$ cat src/rtl/reg_file_rename_pkg.sv
// Shared types and constants for the rename-tagged architectural register file.
// Latency: n/a (definitions only).
// Backpressure: n/a (definitions only).
package reg_file_rename_pkg;

  localparam int REG_NUM_DEF       = 32;
  localparam int DATA_WIDTH_DEF    = 32;
  localparam int ROB_POS_WIDTH_DEF = 4;

  // Register index is fixed at 5 bits to match the decoder fields.
  typedef logic [4:0]                   REG_POS_TYPE;
  typedef logic [DATA_WIDTH_DEF-1:0]    DATA_TYPE;
  // ROB tag including the wrap/valid MSB produced by the ROB.
  typedef logic [ROB_POS_WIDTH_DEF:0]   ROB_WRAP_POS_TYPE;
  typedef logic [ROB_POS_WIDTH_DEF-1:0] ROB_POS_TYPE;

  localparam logic TRUE  = 1'b1;
  localparam logic FALSE = 1'b0;

endpackage

$ cat src/rtl/reg_file_rename.sv
// Architectural register file with per-register ROB rename tags; x0 reads as zero.
// Latency: commit/issue visible on read ports next cycle (same-cycle commit value with REG_COMMIT_BYPASS_EN).
// Backpressure: rdy=0 freezes all state; read ports stay combinationally valid.
module reg_file_rename
  import reg_file_rename_pkg::*;
#(
  parameter int REG_NUM       = REG_NUM_DEF,
  parameter int DATA_WIDTH    = DATA_WIDTH_DEF,
  parameter int ROB_POS_WIDTH = ROB_POS_WIDTH_DEF
) (
  input  logic                     clk,
  input  logic                     rst,
  input  logic                     rdy,
  input  logic                     rollback,
  input  logic                     issue_enable,
  input  REG_POS_TYPE              issue_rd,
  input  logic [ROB_POS_WIDTH:0]   issue_rob_pos,
  input  logic                     reg_commit_enable,
  input  REG_POS_TYPE              reg_pos,
  input  logic [DATA_WIDTH-1:0]    reg_val,
  input  logic [ROB_POS_WIDTH:0]   commit_rob_pos,
  input  REG_POS_TYPE              rs1_pos,
  input  REG_POS_TYPE              rs2_pos,
  output logic                     rs1_busy,
  output logic                     rs2_busy,
  output logic [DATA_WIDTH-1:0]    rs1_val,
  output logic [DATA_WIDTH-1:0]    rs2_val,
  output logic [ROB_POS_WIDTH:0]   rs1_rob_pos,
  output logic [ROB_POS_WIDTH:0]   rs2_rob_pos
);

  typedef struct packed {
    logic                   busy;
    logic [ROB_POS_WIDTH:0] tag;
    logic [DATA_WIDTH-1:0]  val;
  } read_t;

  logic [DATA_WIDTH-1:0]  val_q  [REG_NUM];
  logic                   busy_q [REG_NUM];
  logic [ROB_POS_WIDTH:0] tag_q  [REG_NUM];

  read_t rs1_rd;
  read_t rs2_rd;

  // One read port: registered state, optionally overlaid with the committing write.
  function automatic read_t lookup(input REG_POS_TYPE pos);
    read_t r;
    r = '0;
    if (pos != '0) begin
      r.busy = busy_q[pos];
      r.tag  = tag_q[pos];
      r.val  = val_q[pos];
`ifdef REG_COMMIT_BYPASS_EN
      // Forward the committing value; retire busy only when the commit is the live producer.
      if (reg_commit_enable && (reg_pos == pos)) begin
        r.val = reg_val;
        if (busy_q[pos] && (tag_q[pos] == commit_rob_pos)) begin
          r.busy = FALSE;
        end
      end
`endif
    end
    return r;
  endfunction

  // Source-1 lookup.
  always_comb begin
    rs1_rd = lookup(rs1_pos);
  end

  // Source-2 lookup.
  always_comb begin
    rs2_rd = lookup(rs2_pos);
  end

  assign rs1_busy    = rs1_rd.busy;
  assign rs1_rob_pos = rs1_rd.tag;
  assign rs1_val     = rs1_rd.val;
  assign rs2_busy    = rs2_rd.busy;
  assign rs2_rob_pos = rs2_rd.tag;
  assign rs2_val     = rs2_rd.val;

  // State update: commit first, then rollback flush, then issue so issue wins busy/tag.
  always_ff @(posedge clk) begin
    if (rst) begin
      for (int i = 0; i < REG_NUM; i++) begin
        val_q[i]  <= '0;
        busy_q[i] <= FALSE;
        tag_q[i]  <= '0;
      end
    end else if (rdy) begin
      if (reg_commit_enable && (reg_pos != '0)) begin
        val_q[reg_pos] <= reg_val;
        // A stale tag means a younger producer is still in flight: keep busy.
        if (busy_q[reg_pos] && (tag_q[reg_pos] == commit_rob_pos)) begin
          busy_q[reg_pos] <= FALSE;
        end
      end
      if (rollback) begin
        for (int i = 0; i < REG_NUM; i++) begin
          busy_q[i] <= FALSE;
          tag_q[i]  <= '0;
        end
      end else if (issue_enable && (issue_rd != '0)) begin
        busy_q[issue_rd] <= TRUE;
        tag_q[issue_rd]  <= issue_rob_pos;
      end
    end
  end

endmodule

$ cat config.mk
export PLATFORM = sky130hd
export DESIGN_NAME = reg_file_rename
export DESIGN_NICKNAME = d
export VERILOG_FILES = /design/src/rtl/reg_file_rename_pkg.sv /design/src/rtl/reg_file_rename.sv
export SDC_FILE = /design/constraint.sdc
export NUM_CORES = 2
export LEC_CHECK = 0
export ABC_AREA = 1
export CAP_MARGIN = 5
export CORE_ASPECT_RATIO = 0.7
export CORE_UTILIZATION = 50
export CTS_CLUSTER_DIAMETER = 120
export DETAILED_ROUTE_END_ITERATION = 16
export PLACE_DENSITY = 0.66
export SKIP_CTS_REPAIR_TIMING = 1
export SYNTH_ARGS = -nofsm -noshare
export SYNTH_HDL_FRONTEND = slang
export SYNTH_SLANG_ARGS = --single-unit
$ cat constraint.sdc
create_clock -name clk -period 3.9 [get_ports clk]
set_input_delay 0.39 -clock clk [delete_from_list [all_inputs] [get_ports clk]]
set_output_delay 0.39 -clock clk [all_outputs]
set_load 0.03 [all_outputs]
==> run metrics <==
Slew headroom=18.1%; Crit Reg-Reg Startpoint=busy_q[13]; Net count, final=7637; Clock transition at path regs=60 ps; synthesized area per cell=8.51 um^2; Worst Slack Setup Final=365 ps; Peak VDD IR=359 uV; Seq cells post-synth=1216; setup violators final=0; crit path capture type=output port; register area=36200 um^2; GRT Util Overall=39.7%; CP Max Fanout=84; Pwr Density=438 nW/um^2; Routed Wire Length=273000 um; root buffer cell=clkbuf_16; commonest cells after routing, fill and taps aside=nor2_1 (2436), o21ai_0 (1288), edfxtp_1 (1184); Least-Margin Pin Slew=1230 ps; Final TNS setup=0 ps; IO Port Bufs=143; H-tree depth=3; first-pass GRT wire length=396000 um; Die X-Extent=436 um; Post-Synthesis Cells=7740; Initial DRC Count=12900; GR Overflow Total=0; hold-critical path depth=2; number of buffers created by CTS=119; Hold Crit Start=rst; Wirelength per Cell=29.0 um; arrival time worst endpoint=3140 ps; outcome=completed; Setup CP Type=in2out; Yosys cell types=29; core region area=131000 um^2; min Tclk post-route=3530 ps; fillcell total=11400; pre-CTS setup slack=513 ps; Seq/Total Area, Yosys=55.0%; I/O pin count=144; Lkg Pwr=27.2 nW; 1st-pass router iterations=12; Ant. Diodes=0; Via density=6.83; RSZ-0062 raised after global routing=no; leading cell type in the layout, fill and taps excluded=nor2_1; antenna violations before repair=2; fin. max-slew vios=0; clk_lat worst skew=780 ps; max-cap viol count=0; clock buffer depth=3; WHS Endpoint=val_q[0][30]; Worst R2R Setup Slack=1590 ps; Worst Skew=43.4 ps; Detailed Place HPWL=165000 um; Final Hold Fails=0; worst r2r dst=busy_q[28]; TritonCTS clock tree=yes; startpoint types=input port; WP data required=3510 ps; via count=64300; post-route ant nets=0; P&R area growth vs syn=13.4%; largest net degree at the start of global routing=128; area of the die=133000 um^2; Final Wtd Congestion=0.973; Cell Area, Synth=65900 um^2; reg2reg path depth=16; Hold Path Class=in2reg; row cnt=111; DRC viols=0; warnings from Yosys=0; Initial Util=50.3%; Multi-input gate area=26400 um^2; Die Y=306 um; share of post-route cells with drive strength above 1=8.40%; number of global-route vias before repair=59500; clk sinks=1216; part of the cycle the worst path needs=90.6%; Max Fclk=0.283 GHz
[cell families (layout without fill, tap and decap cells)]
logic type	after synthesis	count (layout)	synth area share, %
and+or+nand+nor	3466	3466	20.4
buffers and inverters	912	802	5.37
other	1	37	0.00569
DFF	1216	1216	55.0
AOI/OAI and AO/OA	2145	2145	19.2
[metrics by stage]
| step | total power, mW | std cells | hold WS [ps] | util (%) | cell area [um^2] |
|---|---|---|---|---|---|
| 2_1_floorplan | 18.1 | 7776 | 443 | - | 66000 |
| 3_3_place_gp | 20.4 | 9199 | 465 | 54.0 | 70700 |
| 3_5_place_dp | 20.5 | 9199 | 472 | 54.0 | 70700 |
| 4_1_cts | 32.5 | 9417 | 333 | 57.1 | 74700 |
| 5_1_grt | 33.4 | 9417 | 364 | 57.1 | 74700 |
| 6_report | 32.8 | 9417 | 380 | 57.1 | 74700 |
[how the worst max path moves through the flow]
stage,slack (ps),cells after the start,startpoint,end
after floorplan,960,10,reg_pos[3],val_q[11][0]
after global placement,520,9,rs1_pos[1],rs1_val[23]
after detailed placement,510,10,rs1_pos[1],rs1_val[28]
after CTS,510,10,rs1_pos[1],rs1_val[28]
after global routing,310,10,rs1_pos[1],rs1_val[28]
final,370,10,rs1_pos[1],rs1_val[19]
[layer usage]
metal,track usage (%),up-vias,wire length [um],part of all wire [%]
met5,0,-,11,0.0040
met4,23.3,2,17600,6.4
met3,9.39,1030,41000,15
met2,58.6,6115,116000,43
met1,53.5,30300,98400,36
li1,-,26900,-,-
[synth_stat cells]
cell	count	area [um^2]
nor2_1	2439	9160
o21ai_0	1288	6450
edfxtp_1	1184	35600
nand2_1	689	2590
clkbuf_1	628	2360
o221ai_1	422	3700
nand3_1	320	1600
a21oi_1	217	1090
inv_1	127	477
o22ai_1	102	638
buf_2	84	420
a31oi_1	76	475
buf_1	59	221
dfxtp_1	32	641
o211ai_1	17	128
a32o_1	14	140
nand4_1	10	62.6
inv_2	8	30.0
a22oi_1	6	45.0
nor3_1	4	20.0
buf_4	3	22.5
clkinv_1	3	11.3
o21ai_1	2	10.0
a211oi_1	1	7.51
conb_1	1	3.75
nand3b_1	1	7.51
nor2_2	1	6.26
nor3b_2	1	12.5
nor4_1	1	6.26
[power by group]
group          switching, mW  internal (mW)  leakage, nW
registers              0.433           15.0         11.6
clock network           5.37           6.94         1.96
logic                   3.49           1.50         13.6
[registers in the layout (all words and copies together), names as in the netlist]
| signal | cells |
|---|---|
| val_q | 1024 |
| tag_q | 160 |
| busy_q | 32 |
[layout make-up]
type	instances	share of cell area, %
well taps	1751	2.93
clock buffers	144	4.17
flip-flops and latches	1216	48.4
clock inverters	74	1.25
inverters	138	0.760
repair buffers	446	7.08
multi-input cells	5648	35.4
[critical path: stages]
cell and delay, ps:
buf_8 370, inv_8 310, buf_4 340, o21ai_0 100, o22ai_1 100, o21ai_0 630, nand3_1 160, nand2_1 230
a31oi_1 110, buf_4 260
Note: power is estimated with default switching activity, not from simulation.
